--- src/rtl/morse_pkg.sv ---
// morse_pkg: shared state encoding, morse symbol codes and code width for the morse game
package morse_pkg;
    typedef enum logic [2:0] {
        S_IDLE      = 3'd0,
        S_P1_ENTRY  = 3'd1,
        S_ARM       = 3'd2,
        S_P2_GUESS  = 3'd3,
        S_WIN       = 3'd4,
        S_LOSE      = 3'd5,
        S_GAME_OVER = 3'd6
    } state_t;
    localparam logic [1:0] MORSE_NONE = 2'b00;
    localparam logic [1:0] MORSE_DOT  = 2'b01;
    localparam logic [1:0] MORSE_LINE = 2'b11;
    localparam int CODE_W = 10;
endpackage

--- src/rtl/morse_round_timer.sv ---
// round_timer: 8-bit loadable down-counter that flags expiry on the tick that leaves value 1
module round_timer (
    input  logic       clock,
    input  logic       reset,
    input  logic       load,
    input  logic [7:0] load_value,
    input  logic       tick,
    output logic [7:0] value,
    output logic       expire
);
    assign expire = tick && value == 8'd1;
    always_ff @(posedge clock) begin
        if (reset) value <= '0;
        else if (load) value <= load_value;
        else if (tick && value != '0) value <= value - 8'd1;
    end
endmodule

--- src/rtl/morse_round_controller.sv ---
// morse_round_controller: sequences code entry, guessing, timeout and scoring for the morse game
module morse_round_controller #(
    parameter int CODE_W       = 10,
    parameter int TIME_LIMIT   = 30,
    parameter int MAX_ATTEMPTS = 3,
    parameter int NUM_ROUNDS   = 5
) (
    input  logic              clock,
    input  logic              reset,
    input  logic              start,
    input  logic              tick,
    input  logic              p1_done,
    input  logic [CODE_W-1:0] p1_code,
    input  logic              p2_complete,
    input  logic              p2_error,
    output logic              p1_enable,
    output logic              p2_enable,
    output logic              p2_clear,
    output logic [CODE_W-1:0] target_code,
    output logic [7:0]        time_left,
    output logic [1:0]        attempts_left,
    output logic [3:0]        round,
    output logic [3:0]        score_p1,
    output logic [3:0]        score_p2,
    output logic [2:0]        state,
    output logic              game_over
);
    import morse_pkg::*;
    state_t cur, nxt;
    logic guess, win_ev, err_ev, fatal_err, tick_ev, expire, lose_ev, new_game;
    assign guess     = cur == S_P2_GUESS;
    assign win_ev    = guess && p2_complete;
    assign err_ev    = guess && !p2_complete && p2_error;
    assign fatal_err = err_ev && attempts_left == 2'd1;
    // a fatal error ends the round, so the same-cycle tick must not also count
    assign tick_ev   = guess && !p2_complete && !fatal_err && tick;
    assign lose_ev   = fatal_err || expire;
    assign new_game  = (cur == S_IDLE || cur == S_GAME_OVER) && start;
    assign state     = cur;
    round_timer u_timer (
        .clock(clock),
        .reset(reset),
        .load(cur == S_ARM),
        .load_value(8'(TIME_LIMIT)),
        .tick(tick_ev),
        .value(time_left),
        .expire(expire)
    );
    always_comb begin
        nxt = cur;
        case (cur)
            S_IDLE:       nxt = start ? S_P1_ENTRY : S_IDLE;
            S_P1_ENTRY:   nxt = (p1_done && p1_code != '0) ? S_ARM : S_P1_ENTRY;
            S_ARM:        nxt = S_P2_GUESS;
            S_P2_GUESS:   nxt = win_ev ? S_WIN : lose_ev ? S_LOSE : S_P2_GUESS;
            S_WIN, S_LOSE: nxt = !start ? cur : (round == 4'(NUM_ROUNDS)) ? S_GAME_OVER : S_P1_ENTRY;
            S_GAME_OVER:  nxt = start ? S_P1_ENTRY : S_GAME_OVER;
            default:      nxt = S_IDLE;
        endcase
    end
    always_ff @(posedge clock) begin
        if (reset) begin
            cur           <= S_IDLE;
            p1_enable     <= 1'b0;
            p2_enable     <= 1'b0;
            p2_clear      <= 1'b0;
            game_over     <= 1'b0;
            target_code   <= '0;
            attempts_left <= '0;
            round         <= '0;
            score_p1      <= '0;
            score_p2      <= '0;
        end else begin
            cur       <= nxt;
            p1_enable <= nxt == S_P1_ENTRY;
            p2_enable <= nxt == S_P2_GUESS;
            p2_clear  <= nxt == S_ARM || (err_ev && !fatal_err);
            game_over <= nxt == S_GAME_OVER;
            if (cur == S_P1_ENTRY && nxt == S_ARM) target_code <= p1_code;
            if (cur == S_ARM) attempts_left <= 2'(MAX_ATTEMPTS);
            else if (err_ev && attempts_left != '0) attempts_left <= attempts_left - 2'd1;
            if (new_game) begin
                round    <= '0;
                score_p1 <= '0;
                score_p2 <= '0;
            end
            if (win_ev || lose_ev) round <= round + 4'd1;
            if (win_ev && score_p2 != 4'hF) score_p2 <= score_p2 + 4'd1;
            if (!win_ev && lose_ev && score_p1 != 4'hF) score_p1 <= score_p1 + 4'd1;
        end
    end
endmodule

--- config.mk ---
export PLATFORM = sky130hd
export DESIGN_NAME = morse_round_controller
export DESIGN_NICKNAME = d
export VERILOG_FILES = /design/src/rtl/morse_pkg.sv /design/src/rtl/morse_round_timer.sv /design/src/rtl/morse_round_controller.sv
export SDC_FILE = /design/constraint.sdc
export NUM_CORES = 1
export LEC_CHECK = 0
export BUFFER_PORTS_ARGS = -buffer_cell sky130_fd_sc_hd__buf_2
export CORE_MARGIN = 2
export CORE_UTILIZATION = 35
export CTS_CLUSTER_DIAMETER = 30
export CTS_CLUSTER_SIZE = 10
export DETAILED_ROUTE_END_ITERATION = 7
export SYNTH_ARGS = -nofsm -noshare
export SYNTH_HDL_FRONTEND = slang
export SYNTH_SLANG_ARGS = --single-unit
--- constraint.sdc ---
create_clock -name clock -period 1.5 [get_ports clock]
set_input_delay 0.075 -clock clock [delete_from_list [all_inputs] [get_ports clock]]
set_output_delay 0.075 -clock clock [all_outputs]
set_load 0.02 [all_outputs]
==> results of run 1 <==
## metrics by stage
| step | TNS [ps] | setup WS, ps |
|---|---|---|
| after floorplan | -367 | -73.9 |
| after global placement | -1060 | -105 |
| after detailed placement | -1430 | -125 |
| after CTS | -644 | -108 |
| after global routing | -2720 | -210 |
| final | -853 | -109 |
## per-layer routing
layer	routed length [um]	global-route usage, %
met4	44	5.52
met2	2470	26.2
met3	236	3.98
met1	2170	19.9
met5	0	0
## cell usage after synthesis, drive strengths merged (2+ instances only)
cell,count,area (um^2)
buf,6,35.0
ha,8,100
a211oi,3,22.5
nand2,7,26.3
o31ai,2,20.0
nor3,4,20.0
mux2i,10,100
and2,3,21.3
nand2b,7,43.8
and3,3,18.8
nand4,2,12.5
or3,3,18.8
clkbuf,3,11.3
xnor2,5,43.8
xor2,7,61.3
and4,2,17.5
dfxtp,39,781
nor4,5,37.5
a21oi,12,60.1
o21ai,4,23.8
o211ai,4,30.0
inv,7,26.3
or2,3,18.8
a31oi,3,18.8
nor2b,2,12.5
nand4b,3,26.3
or4,2,15.0
nor2,38,145
nand3,12,60.1
## cell families (layout without fill, tap and decap cells)
group | Yosys count | after routing | share of synthesized area (%)
mux | 10 | 10 | 5.11
xor+xnor | 12 | 12 | 5.36
flops | 39 | 39 | 39.8
simple gates | 100 | 100 | 27.6
fa+ha+maj | 8 | 8 | 5.11
buf+inv | 16 | 118 | 3.70
compound gates | 36 | 36 | 13.3
## worst max path at each step
stage / startpoint / slack (ps) / to
detailed placement: u_timer.value[4] / -130 / game_over
global route: u_timer.value[4] / -210 / u_timer.value[2]
global placement: u_timer.value[4] / -100 / round[3]
finish: u_timer.value[4] / -110 / u_timer.value[2]
floorplan: u_timer.value[0] / -70 / p1_enable
CTS: u_timer.value[4] / -110 / u_timer.value[4]
## area by class of cell
type | instances | area [um^2]
inverters | 7 | 28.8
fillers | 537 | 2410
multi-input cells | 166 | 1340
clock buffers | 6 | 93.8
clock inverters | 2 | 37.5
repair buffers | 103 | 669
well taps | 72 | 90.1
flip-flops and latches | 39 | 808
## power by group through the flow
stage                     registers, uW  clock network [uW]  logic, uW
after global routing               1110                1070        566
after CTS                          1100                1030        480
after floorplan                    1170                   0        231
after detailed placement           1120                   0        447
final                              1100                 996        522
after global placement             1120                   0        443
## worst max-delay path: stages (launching register included)
cell     delay [ps]
dfxtp_4         360
or4_4           570
o31ai_4         250
nor2_1           90
xnor2_1         130
a21oi_1         130
## flip-flops by register name, summed over array words and instances, names as in the netlist
| register | flops |
|---|---|
| attempts_left | 2 |
| p1_enable | 1 |
| u_timer.value | 8 |
| game_over | 1 |
| state | 3 |
| p2_enable | 1 |
| p2_clear | 1 |
| round | 4 |
| score_p2 | 4 |
| score_p1 | 4 |
| target_code | 10 |
## repair_timing
item                                    4_1_cts  5_1_grt
setup buffers                                 3        4
endpoints found under the setup margin       25       30
pin swaps                                    18       13
resized for setup                            21       24
==> results.toml, run 1 <==
[detailed_routing]
vias = 1937
drt-initial-drc-count = 38
dr.pass1.iters = 4
drc_errors = 0
wl_per_cell_um = 12.5
ant_nets = 0
viasPerCell = 4.90
routed_wl_um = 4920

[power]
power.leakage_uw = 0.00133
power_switching_uw = 698
clkPwrFrac_pct = 38.0
swShare_pct = 26.7
internal_power_uw = 1920
worst_ir_drop_vdd_mv = 0.543
p_per_area_nw_per_um2 = 854
seq_power_share_pct = 42.0
p_comb_share_pct = 20.0
power_uw = 2620

[finish]
final_cell_mix = "buf_2, buf_4, nor2_1"
antenna_cells = 0
drive_gt1_share_pct = 52.3
final_common_cell = "buf_2"
utilization_pct = 56.0
area_growth_pct = 56.3
instances_no_fill = 395
fin_area_um2 = 3070
nNetsFinal = 347

[clock_network]
root_buffer = "clkbuf_8"
postCtsHoldBufs = 0
cts_buffer_depth = 2
cts.sinks = 39
cts_max_level = 2
cts_tree = "built"
path_clk_slew_ps = 80
clock_latency_ps = 300
cts_buffers = 5

[critical_path]
path_max_fanout = 4
reg2regPathDepth = 5
crit_required_ps = 1730
reg2reg_from = "u_timer.value[4]"
arrival_ps = 1840
critPathKind = "register to register"
reg2reg_to = "u_timer.value[2]"
rrSetupSlack_ps = -110
worst_setup_path_start_kind = "register"
cp-end-kind = "register"

[timing]
finalHoldViolCount = 0
max_freq_mhz = 621
setup_violations = 13
slew_headroom_pct = 74.2
period_needed_ps = 1610
rsz0062_at_grt = "yes"
worst_slack_ps = -109
worstMarginPinSlew_ps = 386
maxSlewViolCount = 0
min_period_over_period_pct = 107
holdWs_ps = 22.5
finClkSkew_ps = 5.07

[placed_design]
io_buffers = 55
dp.cells = 380
hpwlAfterDp_um = 3550
placed_area_um2 = 2680
place.gp.congestion = 0.788

[min_path]
holdPathEnd = "target_code[0]"
hold_depth = 3
hold_class = "primary input to register"
hp-start = "p1_code[0]"

[status]
violations = "negative setup slack"
outcome = "finished with violations"

[yosys]
syn_area_um2 = 1960
ys_seq_area_share_pct = 39.8
yosys_warnings = 0
ys_types = 48
synth_enable_flop_cells = 0
syn_inst = 221
syn-num-nets = 246
synth_flop_cell = "dfxtp_1"
ys_ff_latch = 39
ys_async_sr_fraction_pct = 0
avgSynthCellArea_um2 = 8.87

[grt]
grt_pass1_vias = 1797
grt_pass1_wl_um = 7880
grtUsageTotal_pct = 15.8
globalRouteOverflowTotal = 0
antenna_found_initial = 0
grt_max_degree = 17

[floorplanning]
start_util_pct = 35.8
fp-row-count = 27
core_area_um2 = 5470
design.die.area_um2 = 6220
die_h_um = 78.8
die_w_um = 78.8
pin_count = 56

[run]
drv_cap = 0
Power figures use the tool's default switching activity.
==> inputs of run 2 (changes only) <==
clock period = 1.8 ns   (was 1.5 ns; I/O delays follow)
==> results.toml, run 2 (synthesis results as in run 1) <==
[detailed_routing]
viasPerCell = 4.98
wl_per_cell_um = 13.4
dr.pass1.iters = 5
routed_wl_um = 4840
drc_errors = 0
ant_nets = 0
drt-initial-drc-count = 40
vias = 1804

[placed_design]
dp_slack_ps = 84.2
io_buffers = 55
hpwlAfterDp_um = 3530
place.gp.congestion = 0.820

[timing]
worst_slack_ps = 90.8
finalHoldViolCount = 0
finClkSkew_ps = 5.65
holdWs_ps = 46.1
max_freq_mhz = 585
setup_violations = 0
maxSlewViolCount = 0
worstMarginPinSlew_ps = 360
rsz0062_at_grt = "yes"
period_needed_ps = 1710
min_period_over_period_pct = 95.0
slew_headroom_pct = 76.0

[critical_path]
arrival_ps = 1940
critPathBufInv = 0
crit_chain = "nor4_4 -> and4_4 -> nor2_1 -> a2111oi_4 -> and4_1"
crit_family = "simple AND/OR/NAND/NOR gates"
crit_required_ps = 2030
critPathKind = "register to register"
cp_slowest_stage_delay_ps = 400
path_max_fanout = 6
slowest_stage = "a2111oi_4"
worst_setup_path_start_kind = "register"
path_depth = 5
reg2regPathDepth = 5
cp-end-kind = "register"

[clock_network]
cts_buffer_depth = 2
postCtsHoldBufs = 0
clock_latency_ps = 290
cts.sinks = 39
root_buffer = "clkbuf_8"
path_clk_slew_ps = 80
cts_max_level = 2
cts_buffers = 5
cts_tree = "built"

[min_path]
hold_class = "primary input to register"
hold_depth = 3

[floorplanning]
die_w_um = 78.8
start_util_pct = 35.8
fp-row-count = 27
pin_count = 56
core_area_um2 = 5470
design.die.area_um2 = 6220
die_h_um = 78.8

[grt]
grtUsageTotal_pct = 15.9
grt_pass1_vias = 1721
grt_pass1_wl_um = 7960
globalRouteOverflowTotal = 0
grt_max_degree = 20
antenna_found_initial = 0

[finish]
seq_area_um2 = 785
final_common_cell = "buf_2"
antenna_cells = 0
fillers = 584
top_regs = "target_code x10, u_timer.value x8"
final_cell_mix = "buf_2, nor2_1, dfxtp_1"
utilization_pct = 46.4
top_register = "target_code"
area_growth_pct = 29.6
largest_reg_flops = 10
multi_input_area_um2 = 1140
drive_gt1_share_pct = 33.1
nNetsFinal = 314

[power]
power_uw = 1990
power_switching_uw = 548
clkPwrFrac_pct = 37.1
swShare_pct = 27.5
worst_ir_drop_vdd_mv = 0.492
internal_power_uw = 1450
p_per_area_nw_per_um2 = 785
power.leakage_uw = 0.00111
p_comb_share_pct = 16.8
seq_power_share_pct = 46.1

[status]
outcome = "completed"

[run]
drv_cap = 0
run 2: cell types whose count changed in the layout (fill, tap and decap cells not counted), moves of 3 or more:
cell,previous run,this run
dfxtp_4,5,0
buf_6,9,0
a21oi_1,9,12
or2_4,3,0
buf_4,39,15
nand3_2,4,0
dfxtp_2,7,3
a21oi_2,3,0
dfxtp_1,27,36
nor2_1,34,37
nand3_1,8,12
run 2: repair_timing:
action | in CTS | in global routing
resized for setup | 0 | 9
endpoints found under the setup margin | 0 | 7
setup buffers | 0 | 1
run 2: path summary, 6_finish.rpt:
| kind | from | slack, ps | endpoint |
|---|---|---|---|
| max | u_timer.value[2] | 90 | p1_enable |
| min | p1_code[8] | 50 | target_code[8] |
| max reg2reg | u_timer.value[2] | 90 | p1_enable |
| min reg2reg | target_code[8] | 490 | target_code[8] |
run 2: final cells by class:
| cell class | instances | share of cell area [%] |
|---|---|---|
| Tap cell | 72 | 3.55 |
| Timing Repair Buffer | 70 | 15.3 |
| Clock inverter | 3 | 1.72 |
| Multi-Input combinational cell | 166 | 44.9 |
| Clock buffer | 5 | 2.71 |
| Sequential cell | 39 | 30.9 |
| Inverter | 7 | 1.03 |
run 2: routing by layer:
metal  share of wire (%)  GRT usage [%]  up-vias
li1                    -              -      922
met1                  48           21.4      839
met2                  47           25.2       41
met3                 4.7           3.75        2
met4                0.70           5.17        0
met5                   0              0        -
run 2: tightest hold or removal path, stage by stage:
cell and delay, ps:
buf_2 90, mux2i_1 60, nor2_1 70
run 2: through the flow:
step	cell area (um^2)	setup TNS [ps]	std cells
2_1_floorplan	1960	0	221
3_3_place_gp	2390	0	353
3_5_place_dp	2390	0	353
4_1_cts	2500	0	361
5_1_grt	2540	-9.24	362
6_report	2540	0	362
run 2: power by group through the flow:
stage               Combinational (uW)  Clock [uW]  Sequential, uW
global placement                   319           0             937
finish                             334         741             919
global route                       367         808             926
detailed placement                 322           0             937
floorplan                          168           0             978
CTS                                322         763             917
